==> src/rtl/mutex_pkg.sv <==
`default_nettype none
// ============================================================================
// Module      : mutex_pkg
// Description : Shared types and helpers for the round-robin mutex.
//               Provides the two-state FSM encoding and the function that
//               sizes the owner index.
// Revision    : 1.0 - initial release
// ============================================================================
package mutex_pkg;

  // FSM encoding: the resource is either free or owned by one channel
  typedef enum logic [0:0] {
    ST_IDLE = 1'b0,
    ST_OWN  = 1'b1
  } state_t;

  // Bits needed to index 'value' items (ceil(log2(value)))
  function automatic int clog2(input int value);
    int r;
    r = 0;
    for (int i = 0; i < 31; i++) begin
      if ((1 << i) < value) begin
        r = i + 1;
      end
    end
    return r;
  endfunction

  // Owner-index width; never narrower than one bit
  function automatic int id_width(input int n_ch);
    return (clog2(n_ch) < 1) ? 1 : clog2(n_ch);
  endfunction

endpackage
`default_nettype wire

==> src/rtl/rr_pick.sv <==
`default_nettype none
// ============================================================================
// Module      : rr_pick
// Description : Combinational round-robin picker. Returns the first asserted
//               request at or after ptr, wrapping modulo N_CH. The request
//               vector is doubled so that a single lowest-index scan over the
//               masked upper region handles the wrap without a second pass.
// Revision    : 1.0 - initial release
// ============================================================================
module rr_pick
  import mutex_pkg::*;
#(
  parameter int N_CH = 2,
  parameter int IDW  = id_width(N_CH)
) (
  input  logic [N_CH-1:0] req,
  input  logic [IDW-1:0]  ptr,
  output logic            any,
  output logic [IDW-1:0]  win_id
);

  logic [2*N_CH-1:0] w_req_dbl;
  logic [2*N_CH-1:0] w_masked;
  logic [IDW-1:0]    w_win_id;

  assign w_req_dbl = {req, req};

  // Suppress positions below ptr; the upper copy still holds every request
  always_comb begin
    w_masked = '0;
    for (int j = 0; j < 2 * N_CH; j++) begin
      w_masked[j] = w_req_dbl[j] & (j >= int'(ptr));
    end
  end

  // Lowest set position wins; scanning downwards lets the last hit stand
  always_comb begin
    w_win_id = '0;
    for (int j = 2 * N_CH - 1; j >= 0; j--) begin
      if (w_masked[j]) begin
        w_win_id = (j >= N_CH) ? IDW'(j - N_CH) : IDW'(j);
      end
    end
  end

  assign any    = |req;
  assign win_id = w_win_id;

endmodule
`default_nettype wire

==> src/rtl/mutex_rr.sv <==
`default_nettype none
// ============================================================================
// Module      : mutex_rr
// Description : N-channel mutual-exclusion element with a four-phase
//               request/grant handshake and round-robin fairness. At most one
//               channel owns the resource; ownership ends when the owner
//               drops its request, after which at least one free cycle
//               precedes the next grant.
//               Build option MUTEX_SYNC_REQ_EN: each request bit passes a
//               two-flop synchroniser first (grant/release latency 3 cycles).
// Revision    : 1.0 - initial release
// ============================================================================
module mutex_rr
  import mutex_pkg::*;
#(
  parameter int N_CH = 2
) (
  input  logic                      clk,
  input  logic                      reset,
  input  logic [N_CH-1:0]           req,
  output logic [N_CH-1:0]           gnt,
  output logic [id_width(N_CH)-1:0] gnt_id,
  output logic                      busy
);

  localparam int IDW = id_width(N_CH);

  logic [N_CH-1:0] w_req_arb;
  logic            w_any;
  logic [IDW-1:0]  w_win_id;
  logic [N_CH-1:0] w_win_onehot;
  logic [IDW-1:0]  w_next_ptr;
  logic            w_owner_req;

  state_t          r_state;
  logic [N_CH-1:0] r_gnt;
  logic [IDW-1:0]  r_gnt_id;
  logic [IDW-1:0]  r_ptr;
  logic            r_busy;

`ifdef MUTEX_SYNC_REQ_EN
  for (genvar i = 0; i < N_CH; i++) begin : g_req_sync
    logic r_meta;
    logic r_sync;

    // Two-flop synchroniser for a request from an unrelated clock domain
    always_ff @(posedge clk) begin
      if (reset) begin
        r_meta <= 1'b0;
        r_sync <= 1'b0;
      end else begin
        r_meta <= req[i];
        r_sync <= r_meta;
      end
    end

    assign w_req_arb[i] = r_sync;
  end
`else
  assign w_req_arb = req;
`endif

  rr_pick #(
    .N_CH (N_CH),
    .IDW  (IDW)
  ) u_rr_pick (
    .req    (w_req_arb),
    .ptr    (r_ptr),
    .any    (w_any),
    .win_id (w_win_id)
  );

  // Expand the winning index into the one-hot grant pattern
  always_comb begin
    w_win_onehot = '0;
    for (int i = 0; i < N_CH; i++) begin
      w_win_onehot[i] = (w_win_id == IDW'(i));
    end
  end

  // Priority moves to the channel just after the releasing owner
  assign w_next_ptr  = (r_gnt_id == IDW'(N_CH - 1)) ? '0 : r_gnt_id + IDW'(1);
  assign w_owner_req = w_req_arb[r_gnt_id];

  // Ownership FSM with registered grant, owner index, busy and pointer
  always_ff @(posedge clk) begin
    if (reset) begin
      r_state  <= ST_IDLE;
      r_gnt    <= '0;
      r_gnt_id <= '0;
      r_busy   <= 1'b0;
      r_ptr    <= '0;
    end else begin
      case (r_state)
        ST_IDLE: begin
          if (w_any) begin
            r_state  <= ST_OWN;
            r_gnt    <= w_win_onehot;
            r_gnt_id <= w_win_id;
            r_busy   <= 1'b1;
          end
        end
        ST_OWN: begin
          // Other requests stay pending until the owner lets go
          if (!w_owner_req) begin
            r_state <= ST_IDLE;
            r_gnt   <= '0;
            r_busy  <= 1'b0;
            r_ptr   <= w_next_ptr;
          end
        end
        default: begin
          r_state <= ST_IDLE;
          r_gnt   <= '0;
          r_busy  <= 1'b0;
        end
      endcase
    end
  end

  assign gnt    = r_gnt;
  assign gnt_id = r_gnt_id;
  assign busy   = r_busy;

endmodule
`default_nettype wire

==> config.mk <==
export PLATFORM = sky130hd
export DESIGN_NAME = mutex_rr
export DESIGN_NICKNAME = d
export VERILOG_FILES = /design/src/rtl/mutex_pkg.sv /design/src/rtl/rr_pick.sv /design/src/rtl/mutex_rr.sv
export SDC_FILE = /design/constraint.sdc
export NUM_CORES = 1
export LEC_CHECK = 0
export ABC_AREA = 1
export CAP_MARGIN = 10
export CORE_AREA = 2 2 39 41
export DETAILED_ROUTE_END_ITERATION = 10
export DIE_AREA = 0 0 41 43
export SLEW_MARGIN = 20
export SYNTH_ARGS = -nofsm -noshare
export SYNTH_HDL_FRONTEND = slang
export SYNTH_HIERARCHICAL = 1
export SYNTH_SLANG_ARGS = --single-unit
==> constraint.sdc <==
create_clock -name clk -period 1.4 [get_ports clk]
set_input_delay 0.14 -clock clk [delete_from_list [all_inputs] [get_ports clk]]
set_output_delay 0.14 -clock clk [all_outputs]
set_load 0.005 [all_outputs]
==> metrics.md <==
| Metric | Value |
|---|---|
| CTS tree | yes |
| VDD IR max | 536.3 µV |
| Worst Hold Slack | 0.4611 ns |
| Synth area leader | dfxtp_1 |
| Leak Pwr | approximately 0.17 nW |
| Post CTS Setup Buffer Count | 0 |
| Hpwl dp | between 300 and 400 µm |
| Synth Register Bits | 6 |
| Pin count of the biggest net entering global routing | 5 |
| Cell row count | 14 |
| Worst Path Buf+Inv | 1 |
| Clk pin slew, worst setup/hold paths | 0.05 ns |
| Commonest non-fill, non-tap cell in the layout | nand2_1 |
| FF/Latch Area | approximately 120 µm² |
| Starting Density | 18.54% |
| Mapped Cells | 36 |
| Worst Max-Slew Pin Slew | roughly 0.18 ns |
| Post-CTS sizing | 0 |
| Max-Cap Viols | 0 |
| First-pass GRT wire length | 772 µm |
| Ant diodes | 0 |
| WP data arrival | about 1.1 ns |
| Place WS | just over 0.1 ns |
| RSZ-0062 raised after global routing | no |
| Critical path startpoint category | register |
| Worst-skew pair later-pin latency | 0.25 ns |
| Area of the multi-input gates | approximately 110 µm² |
| Final Wtd Congestion | around 0.77 |
| Final hold viol count | 0 |
| Syn-to-layout area delta | 46.83% |
| HP Class | register to register |
| Met1 Usage GRT | around a tenth |
| Wire length per cell | approximately 8.3 µm |
| Number of global-route vias before repair | just over 200 |
| Root Driver | clkbuf_4 |
| Via density | approximately 4 |
| Layout fillers | about 160 |
| DIE AREA | between 1500 and 2000 µm² |
| Clk sinks | 6 |
| CP Cell Sequence | clkdlybuf4s50_1 |
| Reg2reg setup slack | about 0.48 ns |
| Syn nets | 40 |
| Slew HR | between 80 and 90% |
| Crit path kind | register to output port |
| GRT Overall Usage | 6.935% |
| Final setup viols | 0 |
| Post-CTS Hold Buffers | 0 |
| Critical path required time | between 1 and 1.5 ns |
| Routed Antenna Nets | 0 |
| Routed WL | 521 µm |
| Layout Cell Area excl Fill | between 300 and 400 µm² |
| M3 GR Usage | approximately 3.1% |
| Final min period | between 1 and 1.5 ns |
| Die Span Y | around 43 µm |
| Top delay family on crit path | buffers and inverters |
| Initial antenna violation count | 0 |
| Post-Place Cells | 60 |
| Top cells by area, synth | dfxtp_1, nand2_1, inv_1 |
| Post-Layout Cell Count | between 60 and 70 |
| Most frequent cells in the layout | nand2_1, inv_1, clkdlybuf4s50_1 |
| Longest Clk Path Bufs | 2 |
| Fraction of layout cells with a size suffix above 1 | 17.02% |
| Met2 usage | approximately 7.5% |
| Netlist cell types | 12 |
| # port buffers | 7 |
| Share of the synthesized area in the top cell type | a little under half |
| Setup TNS | 0 ns |
| YS warnings | 6 |
| Final nets | 53 |
| Layout Skew | 0.003453 ns |
| Placed Instance Area | around 350 µm² |
| Fin. max-slew vios | 0 |
| Slowest CP cell | clkdlybuf4s50_1 |
| DR vias | ~250 |
| Die Wd | 41 µm |
| H-tree lvl count | 1 |
| Final WS setup | 0.1317 ns |
| CTS Buf Count | 3 |
| Crit Path Max Fanout | 4 |
| Core ar. | 1384 µm² |
| Drt pass-1 iters | 5 |
| Busiest grt layer | met1 |
| Register area share after synthesis | 46.83% |
| PD cells | roughly 1200 nW/µm² |
| Syn_area_per_cell | 7.125 µm² |
| Final period util | between 90% and 100% |
| F_max | between 700 and 800 MHz |
| CP Capture Type | output port |
| Slowest stage delay, CP | around 0.51 ns |
| DRT iter0 DRCs | 6 |
| Mapped Area | 256.5 µm² |
| Gr ovfl total | 0 |
| Outcome | complete, no violations |
| DRC Markers | 0 |
| Io pins | 8 |
## layout make-up
class                           instances  share of cell area (%)
Timing Repair Buffer                    8                   20.60
Multi-Input combinational cell         22                   28.24
Inverter                                8                   7.973
Sequential cell                         6                   31.89
Tap cell                               16                   5.316
Clock buffer                            3                   5.980
## cell families after synthesis
family	count (synthesis)	synth area share [%]
compound gates	7	16.10
flops	6	46.83
simple gates	15	25.37
buf+inv	8	11.71
## per-stage QoR
| stage | power (W) | util (%) |
|---|---|---|
| 4_1_cts | 0.0004484 | 27.22 |
| 6_report | 0.0004474 | 27.22 |
| 2_1_floorplan | 0.0002427 | - |
| 3_5_place_dp | 0.0002864 | 25.59 |
| 3_3_place_gp | 0.0002864 | 25.59 |
| 5_1_grt | 0.0004693 | 27.22 |
## registers in the layout (all words and copies together) (netlist names)
| name | flops |
|---|---|
| r_ptr | 1 |
| busy | 1 |
| gnt_id | 1 |
| gnt | 2 |
| r_state | 1 |
## metal layers
metal / wire length [µm] / up-vias
met5: 0 / -
met4: 19 / 0
met3: 55 / 2
met2: 187 / 11
met1: 259 / 103
li1: - / 131
## power breakdown
group          internal (W)  switching (W)  leakage, nW
combinational     0.0000457      0.0000377        0.106
sequential         0.000188      0.0000114       0.0498
clock             0.0000973      0.0000671       0.0138
## cells in the mapped netlist
cell / instances
a21boi_1: 1
a21oi_1: 5
a21oi_2: 1
dfxtp_1: 6
inv_1: 7
inv_2: 1
nand2_1: 8
nand2_2: 1
nand3_1: 1
nor2_1: 3
nor2_2: 1
or2_1: 1
## worst paths after layout
kind / startpoint / end / cells after the start
worst max-delay path: gnt_id / gnt_id / 1
worst min-delay path: r_ptr / r_ptr / 2
worst max register to register: gnt_id / r_state / 5
worst min register to register: r_ptr / r_ptr / 2
No activity file was read; power rests on OpenSTA's default activity.
